==> src/rtl/control_pkg.sv <==
// Shared control-unit definitions: sequencer states, instruction ID constants
// and the ID lists used by the classifier.
package control_pkg;

  typedef enum logic [3:0] {
    ST_FETCH      = 4'd0,
    ST_DECODE     = 4'd1,
    ST_EXECUTE    = 4'd2,
    ST_WRITEBACK  = 4'd3,
    ST_MEM_RD     = 4'd4,
    ST_MEM_WR     = 4'd5,
    ST_BRANCH     = 4'd6,
    ST_JUMP       = 4'd7,
    ST_SWI        = 4'd8,
    ST_PAUSE      = 4'd9,
    ST_INPUT_WAIT = 4'd10,
    ST_HALT       = 4'd11,
    ST_TRAP       = 4'd12
  } state_t;

  typedef enum logic [2:0] {
    CLS_ALU,
    CLS_LOAD,
    CLS_STORE,
    CLS_BRANCH,
    CLS_SWI,
    CLS_SYS,
    CLS_INVALID
  } id_class_t;

  localparam logic [6:0] ID_BX     = 7'h26;
  localparam logic [6:0] ID_OUTPUT = 7'h45;
  localparam logic [6:0] ID_PAUSE  = 7'h46;
  localparam logic [6:0] ID_INPUT  = 7'h47;
  localparam logic [6:0] ID_SWI    = 7'h48;
  localparam logic [6:0] ID_B      = 7'h49;
  localparam logic [6:0] ID_NOP    = 7'h4A;
  localparam logic [6:0] ID_HLT    = 7'h4B;
  localparam logic [6:0] ID_BXPC   = 7'h4C;
  localparam logic [6:0] ID_RESET  = 7'h64;

  function automatic logic is_load(input logic [6:0] id);
    return id inside {7'h31, 7'h33, 7'h35, 7'h37};
  endfunction

  function automatic logic is_store(input logic [6:0] id);
    return id inside {7'h30, 7'h32, 7'h34, 7'h36};
  endfunction

  // Compare/test instructions only update flags.
  function automatic logic is_nowb(input logic [6:0] id);
    return id inside {7'h14, 7'h15, 7'h16, 7'h17, 7'h1F};
  endfunction

endpackage

==> src/rtl/id_classifier.sv <==
// Combinational instruction-ID classifier, shared by the sequencer, hazard
// and debug logic.
module id_classifier
  import control_pkg::*;
(
  input  logic [6:0] id,
  output id_class_t  id_class,
  output logic       nowb
);

  always_comb begin
    id_class = CLS_INVALID;
    if ((id >= 7'h01 && id <= 7'h25) || (id >= 7'h28 && id <= 7'h2F) ||
        (id >= 7'h38 && id <= 7'h44))
      id_class = CLS_ALU;
    else if (is_load(id))
      id_class = CLS_LOAD;
    else if (is_store(id))
      id_class = CLS_STORE;
    else if (id == ID_BX || id == ID_B || id == ID_BXPC)
      id_class = CLS_BRANCH;
    else if (id == ID_SWI)
      id_class = CLS_SWI;
    else if (id inside {ID_OUTPUT, ID_NOP, ID_PAUSE, ID_INPUT, ID_HLT, ID_RESET})
      id_class = CLS_SYS;
    nowb = is_nowb(id);
  end

endmodule

==> src/rtl/instruction_sequencer.sv <==
// Multi-cycle fetch/decode/execute/memory/writeback sequencer for the 16-bit
// core; drives one-cycle datapath strobes from the decoded instruction ID.
module instruction_sequencer
  import control_pkg::*;
#(
  parameter int ID_WIDTH    = 7,
  parameter int STATE_WIDTH = 4,
  parameter int MEM_TIMEOUT = 15
) (
  input  logic                   clock,
  input  logic                   reset,
  input  logic [ID_WIDTH-1:0]    ID,
  input  logic                   condition_met,
  input  logic                   mem_ready,
  input  logic                   continue_button,
  input  logic                   input_valid,
  output logic                   ir_load,
  output logic                   pc_increment,
  output logic                   pc_load,
  output logic                   mem_read,
  output logic                   mem_write,
  output logic                   inst_fetch,
  output logic                   reg_write,
  output logic                   lr_write,
  output logic                   halted,
  output logic                   waiting,
  output logic                   trap,
  output logic [STATE_WIDTH-1:0] state
);

  localparam int CNT_W = $clog2(MEM_TIMEOUT);

  state_t            state_q, state_d;
  id_class_t         id_class, cls_q;
  logic              nowb, nowb_q;
  logic [CNT_W-1:0]  cnt_q;
  logic              timeout;

  id_classifier u_id_classifier (
    .id       (ID),
    .id_class (id_class),
    .nowb     (nowb)
  );

  // Cycle count within the current memory-wait state; clears on every entry.
  assign timeout = (cnt_q == CNT_W'(MEM_TIMEOUT - 1));

  always_ff @(posedge clock) begin
    if (reset) begin
      state_q <= ST_FETCH;
      cnt_q   <= '0;
      cls_q   <= CLS_ALU;
      nowb_q  <= 1'b0;
    end else begin
      state_q <= state_d;
      if (state_d != state_q)
        cnt_q <= '0;
      else if (state_q inside {ST_FETCH, ST_MEM_RD, ST_MEM_WR})
        cnt_q <= cnt_q + 1'b1;
      if (state_q == ST_DECODE) begin
        cls_q  <= id_class;
        nowb_q <= nowb;
      end
    end
  end

  always_comb begin
    state_d      = state_q;
    ir_load      = 1'b0;
    pc_increment = 1'b0;
    pc_load      = 1'b0;
    mem_read     = 1'b0;
    mem_write    = 1'b0;
    inst_fetch   = 1'b0;
    reg_write    = 1'b0;
    lr_write     = 1'b0;
    halted       = 1'b0;
    waiting      = 1'b0;
    trap         = 1'b0;

    case (state_q)
      ST_FETCH: begin
        mem_read     = 1'b1;
        inst_fetch   = 1'b1;
        ir_load      = mem_ready;
        pc_increment = mem_ready;
        if (mem_ready)    state_d = ST_DECODE;
        else if (timeout) state_d = ST_TRAP;
      end
      ST_DECODE: begin
        case (id_class)
          CLS_ALU, CLS_LOAD, CLS_STORE: state_d = ST_EXECUTE;
          CLS_BRANCH: state_d = (ID == ID_BXPC) ? ST_JUMP : ST_BRANCH;
          CLS_SWI:    state_d = ST_SWI;
          CLS_SYS: begin
            case (ID)
              ID_PAUSE: state_d = ST_PAUSE;
              ID_INPUT: state_d = ST_INPUT_WAIT;
              ID_HLT:   state_d = ST_HALT;
              ID_RESET: state_d = ST_JUMP;
              default:  state_d = ST_FETCH;
            endcase
          end
          default: state_d = ST_TRAP;
        endcase
      end
      // Loads and stores spend the execute cycle forming the address.
      ST_EXECUTE: begin
        if (cls_q == CLS_LOAD)       state_d = ST_MEM_RD;
        else if (cls_q == CLS_STORE) state_d = ST_MEM_WR;
        else                         state_d = ST_WRITEBACK;
      end
      ST_WRITEBACK: begin
        reg_write = !nowb_q;
        state_d   = ST_FETCH;
      end
      ST_MEM_RD: begin
        mem_read = 1'b1;
        if (mem_ready)    state_d = ST_WRITEBACK;
        else if (timeout) state_d = ST_TRAP;
      end
      ST_MEM_WR: begin
        mem_write = 1'b1;
        if (mem_ready)    state_d = ST_FETCH;
        else if (timeout) state_d = ST_TRAP;
      end
      ST_BRANCH: begin
        pc_load = condition_met;
        state_d = ST_FETCH;
      end
      ST_JUMP: begin
        pc_load = 1'b1;
        state_d = ST_FETCH;
      end
      ST_SWI: begin
        lr_write = 1'b1;
        state_d  = ST_JUMP;
      end
      ST_PAUSE: begin
        waiting = 1'b1;
        if (continue_button) state_d = ST_FETCH;
      end
      ST_INPUT_WAIT: begin
        waiting = 1'b1;
        if (input_valid) state_d = ST_WRITEBACK;
      end
      ST_HALT: halted = 1'b1;
      ST_TRAP: begin
        trap    = 1'b1;
        state_d = ST_HALT;
      end
      default: state_d = ST_FETCH;
    endcase

    // Reset overrides everything, including a request in flight.
    if (reset) begin
      ir_load      = 1'b0;
      pc_increment = 1'b0;
      pc_load      = 1'b0;
      mem_read     = 1'b0;
      mem_write    = 1'b0;
      inst_fetch   = 1'b0;
      reg_write    = 1'b0;
      lr_write     = 1'b0;
      halted       = 1'b0;
      waiting      = 1'b0;
      trap         = 1'b0;
    end
  end

  assign state = STATE_WIDTH'(state_q);

endmodule

==> config.mk <==
export PLATFORM = sky130hd
export DESIGN_NAME = instruction_sequencer
export DESIGN_NICKNAME = d
export VERILOG_FILES = /design/src/rtl/control_pkg.sv /design/src/rtl/id_classifier.sv /design/src/rtl/instruction_sequencer.sv
export SDC_FILE = /design/constraint.sdc
export NUM_CORES = 1
export LEC_CHECK = 0
export ABC_CLOCK_PERIOD_IN_PS = 2610
export CORE_MARGIN = 2
export CORE_UTILIZATION = 40
export DETAILED_ROUTE_END_ITERATION = 8
export GPL_ROUTABILITY_DRIVEN = 0
export PLACE_DENSITY_LB_ADDON = 0.25
export SLEW_MARGIN = 20
export SYNTH_ARGS = -nofsm -noshare
export SYNTH_HDL_FRONTEND = slang
export SYNTH_SLANG_ARGS = --single-unit
==> constraint.sdc <==
create_clock -name clock -period 2.61 [get_ports clock]
set_input_delay 0.522 -clock clock [delete_from_list [all_inputs] [get_ports clock]]
set_output_delay 0.522 -clock clock [all_outputs]
set_load 0.03 [all_outputs]
* After elaboration in Yosys (flattened, before gate mapping)
Cells that the tools add are included.
** Cells by class
- Add/subtract/negate cells :: 1
- Magnitude comparators :: 6
- Equality and inequality tests :: 44
- Muxes and demuxes :: 38
- Reductions and logical operators :: 19
** Operators with widths (count)
- == test 7 x 6 -> 1 bit, second input constant :: 9
- == test 7 bit, second input constant :: 9
- case mux 4 bit (10 select lines) :: 1
- == test 7 x 5 -> 1 bit, second input constant :: 5
- case mux 4 bit (4 select lines) :: 2
- == test 4 bit, second input constant :: 6
- two-way mux 4 bit :: 6
- two-way mux 3 bit :: 7
- two-way mux 1 bit :: 20
- == test 4 x 3 -> 1 bit, second input constant :: 4
- >= comparator 7 x 6 -> 1 bit, second input constant :: 2
- less-or-equal comparator 7 x 6 -> 1 bit, second input constant :: 2
- == test 3 x 2 -> 1 bit, second input constant :: 3
- == test 4 x 2 -> 1 bit, second input constant :: 2
- nonzero test 4 bit :: 2
- >= comparator 7 x 1 -> 1 bit, second input constant :: 1
- less-or-equal comparator 7 bit, second input constant :: 1
- == test 3 x 1 -> 1 bit, second input constant :: 2
- == test 3 bit, second input constant :: 2
- nonzero test 6 bit :: 1
- OR reduction 2 bit :: 3
- nonzero test 5 bit :: 1
- adder 4 x 1 -> 4 bit, second input constant :: 1
- == test 4 x 1 -> 1 bit, second input constant :: 1
- 10 further kinds :: 15
** Word-level totals
- Register bits :: 12
- Input bits :: 13
- Output and inout bits :: 15
- Word-level logic and storage cells :: 112

* Logic depth before layout (Yosys ltp)
Gate-level depths: netlist (run 1).
- Depth in word-level cells :: 14
- Gate-level depth with buffers :: 7
- Mapped depth without buffers :: 7

* By module
From an unflattened synthesis (run 1), not the netlist that was laid out.
** Unflattened totals
- Cell total of the unflattened synthesis :: 177
- Area, all modules :: 1318.8 µm²
** Modules (own cells, without submodules)
- instruction_sequencer :: instances 1, cells an instance 142, area each 1092.3 µm²
- id_classifier :: instances 1, cells an instance 35, area each 226.5 µm²

* Worst setup path after synthesis (run 1)
No wires, ideal clock.
- Path kind :: reg2out
- Start :: register state_q[0], in the netlist state[0]
- End :: output port pc_increment
- Data arrival time :: 3080 ps
- Setup slack :: -992 ps
- Stages on the path, launching flop included :: 7
- Path buffers :: 3
- Path through :: dfxtp_1 > clkbuf_1 > clkbuf_1 > nor4_1 > nor2b_1 > and2_1 > buf_4
** On the way
- Cells in the longest elaborated chain, start to end :: 3
** RTL lines
- start, declared :: line instruction_sequencer.sv:33 : state_t state_q, state_d;
- start signal, assigned :: line instruction_sequencer.sv:55 : state_q <= state_d;
- logical NOT 4 bit
- two-way mux 1 bit (2 in a row)
- end, declared :: line instruction_sequencer.sv:18 : output logic pc_increment,
No other way between the ends.

* Final worst setup path (run 1)
- Start :: input port ID[6]
- End :: register cnt_q[1]
** On the way
- Cells in the longest elaborated chain, start to end :: 14
- Elaborated cells on any way between the ends :: 53
** RTL lines
- start, declared :: line instruction_sequencer.sv:12 : input logic [ID_WIDTH-1:0] ID,
- == test 7 bit (on tied branches) :: line id_classifier.sv:24, instruction_sequencer.sv:96
- nonzero test 6 bit :: line id_classifier.sv:24 : else if (id inside {ID_OUTPUT, ID_NOP, ID_PAUSE, ID_INPUT, ID_HLT, ID_RESET})
- two-way mux 2 bit :: line id_classifier.sv:24
- two-way mux 3 bit :: line id_classifier.sv:22 : else if (id == ID_SWI)
- two-way mux 3 bit :: line id_classifier.sv:20 : else if (id == ID_BX || id == ID_B || id == ID_BXPC)
- two-way mux 3 bit :: line id_classifier.sv:18 : else if (is_store(id))
- two-way mux 3 bit :: line id_classifier.sv:16 : else if (is_load(id))
- two-way mux 3 bit :: line id_classifier.sv:13 : if ((id >= 7'h01 && id <= 7'h25) || (id >= 7'h28 && id <= 7'h2F) ||
- == test 3 x 1 -> 1 bit, or another cell as far along :: line instruction_sequencer.sv:91 : case (id_class)
- OR reduction 3 bit :: line instruction_sequencer.sv:91
- case mux 4 bit (4 select lines) * :: line instruction_sequencer.sv:91
- case mux 4 bit (10 select lines) * :: line instruction_sequencer.sv:81 : case (state_q)
- != test 4 bit * :: line instruction_sequencer.sv:56 : if (state_d != state_q)
- OR reduction 2 bit (no source line) *
- end signal, assigned :: line instruction_sequencer.sv:59 : cnt_q <= cnt_q + 1'b1;
- end, declared :: line instruction_sequencer.sv:36 : logic [CNT_W-1:0] cnt_q;
Every way passes the cells marked *; elsewhere a longest branch is shown, timed or not.
A chain may end at the register's enable or synchronous reset.

==> results_dict.tcl, run 1 <==
set metrics [dict create \
    outcome "finished, violations left" \
    violations "design-rule violations" \
    area_delta_synth_final_pct 32.6 \
    ant_nets 0 \
    arrival_ns 2.61 \
    rsz0062_at_grt "false" \
    fp.dieH_um 58.6 \
    synth_area_leaders "dfxtp_1, a21oi_1, xnor2_1, nand2b_1, nor3_1" \
    whs_path_depth 2 \
    dp_hpwl_um 2580 \
    io_pins 28 \
    cp_max_fo 7 \
    drv_cap 0 \
    ys_types 52 \
    synth_edf_count 0 \
    fin_worst_skew_ns 0.00259 \
    fp.dieArea_sq_um 3440 \
    postLayoutCoreUtil 0.564 \
    critPathKind "primary input to flip-flop" \
    cts_buffer_depth 2 \
    synth_area_leader_cell "dfxtp_1" \
    ctsResizeCount 0 \
    tightest_slew_ns 0.616 \
    r2r_start "state[1]" \
    preCtsSetupSlack_ns -0.106 \
    synth_seq_cells 12 \
    hp-start "cls_q[0]" \
    setup_ws_ns 0.180 \
    gr-total-overflow 0 \
    r2r-end "cnt_q[0]" \
    final_cells 227 \
    worstPathRequired_ns 2.79 \
    min_period_over_period 0.931 \
    io_buffers 27 \
    rrSetupSlack_ns 0.54 \
    hold_ws_ns 0.488 \
    holdPathEnd "cls_q[0]" \
    htreeDepth 1 \
    crit_chain "clkdlybuf4s50_1 -> or3b_1 -> o32a_1 -> a311oi_2 -> a31oi_1 -> nor4_1" \
    fin_tns_setup_ns 0 \
    max_freq_mhz 412 \
    antenna_found_initial 0 \
    synth_warnings 0 \
    final_nets 212 \
    place_area_sq_um 1550 \
    dp_cells 223 \
    slowest_stage "clkdlybuf4s50_1" \
    irDropWorstVdd_v 0.000322 \
    drt-vias-per-instance 6.00 \
    clock_latency_ns 0.27 \
    postSynthCellCount 164 \
    end_kind "flip-flop" \
    yosys-top-cells-count "a21oi_1, dfxtp_1, nand2_1, nor2_1, clkbuf_1" \
    finalInstanceArea_sq_um 1580 \
    wl_um 3300 \
    timing.final.crit_period_ns 2.43 \
    cts_tree "built" \
    ys.flop_type "dfxtp_1" \
    numClockSinks 12 \
    grt_use_total 0.209 \
    row_count 19 \
    first_pass_iters 6 \
    core_sq_um 2810 \
    num_vias 1361 \
    hold_violations 0 \
    p_total_mw 0.927 \
    clockRootBuffer "clkbuf_4" \
    maxSlewHeadroom 0.588 \
    ctsHoldBuffers 0 \
    first_global_vias 1223 \
    hold_class "flip-flop to flip-flop" \
    cellPowerDensity_nw_per_um2 585 \
    grt_max_degree 18 \
    dieWidth_um 58.6 \
    numCtsBuffers 3 \
    path_delay_family "compound AO/OA/AOI/OAI gates" \
    netlist.area_leader.share 0.201 \
    leakage_nw 0.567 \
    initial_utilization 0.426 \
    drtIter0Drc 82 \
    setup_violations 0 \
    slew_violations 0 \
    yosysSeqAreaShare 0.201 \
    drc 5 \
    worst_r2r_path_depth 5 \
    clkTransAtPathRegs_ns 0.08 \
    drive_gt1_frac 0.184 \
    slowest_delay_ns 0.50 \
    async_flop_share 0 \
    synth_fp_nets 179 \
    syn_area_sq_um 1190 \
    wl_per_cell_um 14.5 \
    post_cts_buffers 0 \
    syn_area_per_cell_sq_um 7.28 \
    grt_pass1_wl_um 5670 \
    cp-start-kind "primary input" \
    cp.buffers_inverters 1 \
    n_antenna_cell 0 \
]
kinds of logic after synthesis:
group           count (synthesis)  share of synthesized area
flops                          12                      0.201
fa+ha+maj                       2                     0.0210
simple gates                   76                      0.365
mux                             1                    0.00839
xor+xnor                        8                     0.0587
buf+inv                        19                     0.0671
compound gates                 46                      0.279
worst max-delay path by stage:
stage	startpoint	to	slack, ns	depth (start not counted)
floorplan	state[1]	pc_increment	0.02	5
global placement	ID[6]	cnt_q[1]	-0.02	6
detailed placement	ID[6]	cnt_q[1]	-0.11	6
CTS	ID[6]	cnt_q[1]	0.17	6
global route	ID[6]	cnt_q[2]	0.01	6
finish	ID[6]	cnt_q[1]	0.18	6
final cells by class:
cell class	instances	area, sq um
sequential	12	240
multi-input combinational	133	897
tap	31	38.8
timing repair buffer	41	348
clock buffer	4	36.3
inverter	6	22.5
fill	280	1220
metal layers:
layer | part of all wire | track usage
met5 | 0 | 0
met3 | 0.064 | 0.0198
met1 | 0.45 | 0.301
met2 | 0.47 | 0.332
met4 | 0.011 | 0.0584
cells in the final DEF (no fill, tap or decap), types with 2 or more instances in the layout:
master,instances
a211oi_1,3
ha_1,2
nand3b_1,2
nand4b_1,2
nor2b_1,3
nand2b_1,8
nor2_1,12
clkdlybuf4s50_1,16
o221ai_1,2
o211ai_1,2
or3_1,3
nor3_1,9
o31ai_1,2
nand3_1,3
clkbuf_4,3
nand4_1,2
nor4_1,6
buf_4,25
xor2_1,2
inv_1,6
dfxtp_1,12
nand2_1,12
o32a_1,3
o21ai_0,5
a31oi_1,2
nor4b_1,2
o31a_1,2
a21oi_1,12
xnor2_1,6
tightest hold or removal path, delay by kind of cell, from the launching register on:
| family | cells | cell delay (ns) |
|---|---|---|
| simple gates | 1 | 0.06 |
| compound gates | 1 | 0.05 |
| flops | 1 | 0.34 |
flip-flops by register name (all words and copies together), names as in the netlist:
register  cells
cnt_q         4
state         4
cls_q         3
nowb_q        1
power by group:
group / switching (mW) / internal, mW / total [mW]
clock network: 0.0646 / 0.0848 / 0.149
registers: 0.0655 / 0.209 / 0.274
logic: 0.289 / 0.214 / 0.503
Note: power is estimated with default switching activity, not from simulation.
==> run 2: changes to the inputs <==
CORE_UTILIZATION = 50   (was 40)
==> run 2 against run 1 <==
  * The flow now finishes without violations
  * Register-to-register slack got worse by 0.04 ns
  * Via count up 1.7%
  * First-iteration DRC count is 35% lower
  * Sequential share of layout area up 0.18 points
  * Clock power rose by 4%
  * Critical path depth stayed put
  * Fmax fell by 2.8%
  * Setup slack lost 0.071 ns
  * Global-route usage grew 6.5 points
==> results_dict.tcl, run 2 (synthesized netlist as in run 1, its figures left out) <==
set metrics [dict create \
    drv_cap 0 \
    first_pass_iters 5 \
    irDropWorstVdd_v 0.000367 \
    tightest_slew_ns 0.630 \
    p_total_mw 0.930 \
    grt-busiest-layer "met2" \
    grt_use_total 0.274 \
    arrival_ns 2.67 \
    end_kind "flip-flop" \
    post_cts_buffers 0 \
    p_int_mw 0.504 \
    worst_r2r_path_depth 5 \
    drive_gt1_frac 0.175 \
    io_pins 28 \
    p_sw_mw 0.426 \
    maxSlewHeadroom 0.580 \
    initial_utilization 0.534 \
    cellPowerDensity_nw_per_um2 594 \
    place_area_sq_um 1530 \
    wl_per_cell_um 15.5 \
    setup_violations 0 \
    area_delta_synth_final_pct 31.0 \
    cp_max_fo 4 \
    antenna_found_initial 0 \
    timing.final.crit_period_ns 2.50 \
    gr-total-overflow 0 \
    io_buffers 27 \
    hold_class "flip-flop to flip-flop" \
    dp_cells 218 \
    drtIter0Drc 53 \
    dieWidth_um 52.9 \
    rsz0062_at_grt "false" \
    max_freq_mhz 400 \
    grt.met2_usage 0.438 \
    switching_share 0.458 \
    cts_buffer_depth 2 \
    clkTransAtPathRegs_ns 0.09 \
    hold_ws_ns 0.479 \
    hold_violations 0 \
    final_nets 210 \
    power_frac_comb 0.533 \
    clock_latency_ns 0.28 \
    outcome "completed" \
    leakage_nw 0.557 \
    critPathKind "primary input to flip-flop" \
    finalInstanceArea_sq_um 1560 \
    final_common_cell "buf_4" \
    layout_common_cells "buf_4, clkdlybuf4s50_1" \
    wl_um 3430 \
    grt_pass1_wl_um 5730 \
    fin_worst_skew_ns 0.00861 \
    drc 0 \
    htreeDepth 1 \
    preCtsSetupSlack_ns -0.181 \
    row_count 17 \
    drt-vias-per-instance 6.23 \
    pwr-share-clk 0.167 \
    slew_violations 0 \
    fp.dieH_um 52.9 \
    postLayoutCoreUtil 0.700 \
    clockRootBuffer "clkbuf_4" \
    met1_usage 0.374 \
    dp_hpwl_um 2510 \
    setup_ws_ns 0.109 \
    fin_tns_setup_ns 0 \
    cp-start-kind "primary input" \
    core_sq_um 2230 \
    numCtsBuffers 3 \
    cts_tree "built" \
    grt_max_degree 18 \
    numClockSinks 12 \
    whs_path_depth 2 \
    first_global_vias 1224 \
    num_vias 1384 \
    ctsResizeCount 0 \
    worstPathRequired_ns 2.78 \
    min_period_over_period 0.958 \
    fp.dieArea_sq_um 2790 \
    ant_nets 0 \
    final_cells 222 \
    grt_use_met3 0.0424 \
    ctsHoldBuffers 0 \
    seq_power_share 0.299 \
    n_antenna_cell 0 \
    rrSetupSlack_ns 0.50 \
]
==> run 2: cell types whose count changed in the layout (fill, tap and decap cells not counted) <==
cell,delta
buf_4,-2
==> run 2: power groups by stage <==
stage | Clock, mW | Sequential (mW) | Combinational [mW]
6_report | 0.155 | 0.278 | 0.496
3_3_place_gp | 0 | 0.276 | 0.479
5_1_grt | 0.168 | 0.284 | 0.542
4_1_cts | 0.158 | 0.277 | 0.493
2_1_floorplan | 0 | 0.260 | 0.351
3_5_place_dp | 0 | 0.281 | 0.487
==> run 2: final timing paths <==
check                           startpoint       end
worst max register to register    state[1]  cnt_q[0]
worst max-delay path                 ID[6]  cnt_q[0]
worst min register to register    cls_q[0]  cls_q[0]
worst min-delay path              cls_q[0]  cls_q[0]
==> run 2: final cells by class <==
class,instances,area [sq um]
Sequential cell,12,240
Multi-Input combinational cell,133,897
Clock buffer,4,36.3
Fill cell,172,669
Tap cell,28,35.0
Timing Repair Buffer,39,333
Inverter,6,22.5
==> run 2: metal layers <==
layer  routed length, um  vias to the layer above
li1                    -                      680
met1                1610                      641
met2                1580                       61
met3                 231                        2
met4                  13                        0
met5                   0                        -
==> run 2: worst max-delay path, stage by stage <==
cell	delay (ns)
clkdlybuf4s50_1	0.53
or3b_1	0.41
o32a_1	0.40
a311oi_2	0.35
a31oi_1	0.20
nor4_1	0.27
==> run 3: changes to the inputs <==
ABC_CLOCK_PERIOD_IN_PS = 3100   (was 2610)
clock period = 3.1 ns   (was 2.61 ns; I/O delays follow)
==> run 3 against run 2 <==
  * Via count about the same
  * Global-route usage decreased by 0.98 points
  * First-iteration DRC count decreased by 34%
  * Sequential share of layout area increased by 0.36 points
  * Die area unchanged
  * Critical path depth decreased by 1
  * Combinational power decreased by 16%
  * Register-to-register slack improved by 0.48 ns
  * Final cell count decreased by 3.2%
  * Largest power group unchanged
==> results_dict.tcl, run 3 (synthesized netlist as in run 1, its figures left out) <==
set metrics [dict create \
    num_vias 1383 \
    wl_um 3270 \
    final_common_cell "clkdlybuf4s50_1" \
    whs_path_depth 2 \
    grt_max_degree 18 \
    worst_r2r_path_depth 5 \
    dp_hpwl_um 2520 \
    cp-start-kind "primary input" \
    final_nets 203 \
    grt.met2_usage 0.425 \
    path_delay_family "buffers and inverters" \
    cts_tree "built" \
    first_pass_iters 4 \
    grt_use_met3 0.0424 \
    wl_per_cell_um 15.2 \
    nFillCells 194 \
    setup_violations 0 \
    clkTransAtPathRegs_ns 0.08 \
    max_freq_mhz 338 \
    fp.dieArea_sq_um 2790 \
    met1_usage 0.351 \
    cellPowerDensity_nw_per_um2 499 \
    first_global_vias 1274 \
    hold_violations 0 \
    power_frac_comb 0.544 \
    outcome "completed" \
    finalInstanceArea_sq_um 1530 \
    cp.buffers_inverters 2 \
    ant_nets 0 \
    numCtsBuffers 3 \
    switching_share 0.453 \
    drive_gt1_frac 0.0909 \
    min_period_over_period 0.955 \
    numClockSinks 12 \
    critPathKind "primary input to output port" \
    p_int_mw 0.417 \
    p_sw_mw 0.346 \
    maxSlewHeadroom 0.605 \
    io_pins 28 \
    rsz0062_at_grt "false" \
    slowest_delay_ns 0.70 \
    grt-busiest-layer "met2" \
    area_delta_synth_final_pct 28.0 \
    fin_worst_skew_ns 0.00144 \
    cts_buffer_depth 2 \
    slew_violations 0 \
    pwr-share-clk 0.164 \
    antenna_found_initial 0 \
    leakage_nw 0.503 \
    cp_max_fo 8 \
    drt-vias-per-instance 6.43 \
    core_sq_um 2230 \
    row_count 17 \
    drtIter0Drc 35 \
    end_kind "output port" \
    initial_utilization 0.534 \
    tightest_slew_ns 0.592 \
    dieWidth_um 52.9 \
    arrival_ns 2.34 \
    gr-total-overflow 0 \
    worstPathRequired_ns 2.48 \
    crit_chain "clkdlybuf4s50_1 -> nor2_1 -> nand2_1 -> nor3_1 -> clkdlybuf4s50_1" \
    hold_class "flip-flop to flip-flop" \
    grt_pass1_wl_um 5600 \
    ctsResizeCount 0 \
    n_antenna_cell 0 \
    clock_latency_ns 0.27 \
    drc 0 \
    timing.final.crit_period_ns 2.96 \
    seq_power_share 0.292 \
    slowest_stage "clkdlybuf4s50_1" \
    place_area_sq_um 1490 \
    fin_tns_setup_ns 0 \
    grt_use_total 0.264 \
    fp.dieH_um 52.9 \
    post_cts_buffers 0 \
    irDropWorstVdd_v 0.000366 \
    htreeDepth 1 \
    crit_cells 5 \
    layout_common_cells "clkdlybuf4s50_1, nor2_1, nand2_1, a21oi_1, dfxtp_1" \
    ctsHoldBuffers 0 \
    drv_cap 0 \
    io_buffers 27 \
    clockRootBuffer "clkbuf_4" \
    cpMostUsedCell "clkdlybuf4s50_1" \
]
[run 3: cell types whose count changed in the layout (fill, tap and decap cells not counted), sizes merged]
| cell | previous run | this run |
|---|---|---|
| buf | 23 | 7 |
| clkdlybuf4s50 | 16 | 25 |
[run 3: tightest hold or removal path, stage by stage (launching register included)]
cell,delay (ns)
dfxtp_1,0.33
nand2_1,0.06
a21oi_1,0.06
[run 3: final cells by class]
type                       count  area, sq um  share of cell area
clock buffer                   4         36.3              0.0238
inverter                       6         22.5              0.0147
multi-input combinational    133          891               0.583
sequential                    12          240               0.157
tap                           28         35.0              0.0229
timing repair buffer          32          303               0.198
[run 3: routing by layer]
layer,share of wire,vias up
met5,0,-
met4,0.017,0
met3,0.083,8
met2,0.45,69
met1,0.45,638
li1,-,668
[run 3: metrics by stage]
| step | hold WS [ns] | std cells | utilization | power (mW) | worst slack [ns] |
|---|---|---|---|---|---|
| after floorplan | 0.453 | 164 | - | 0.511 | 0.103 |
| after global placement | 0.474 | 211 | 0.668 | 0.622 | 0.181 |
| after detailed placement | 0.475 | 211 | 0.668 | 0.634 | 0.139 |
| after CTS | 0.485 | 215 | 0.684 | 0.761 | 0.133 |
| after global routing | 0.500 | 215 | 0.684 | 0.818 | 0.0333 |
| final | 0.498 | 215 | 0.684 | 0.762 | 0.139 |
[run 3: path summary, 6_finish.rpt]
check	endpoint	slack, ns	startpoint
max	reg_write	0.14	reset
min	cls_q[0]	0.50	cls_q[0]
max reg2reg	cnt_q[2]	0.98	state[1]
min reg2reg	cls_q[0]	0.50	cls_q[0]
[run 3: power by group through the flow]
stage                     sequential [mW]  combinational, mW  clock, mW
after floorplan                     0.219              0.291          0
final                               0.223              0.415      0.125
after CTS                           0.222              0.411      0.128
after global routing                0.228              0.454      0.136
after global placement              0.224              0.398          0
after detailed placement            0.225              0.409          0
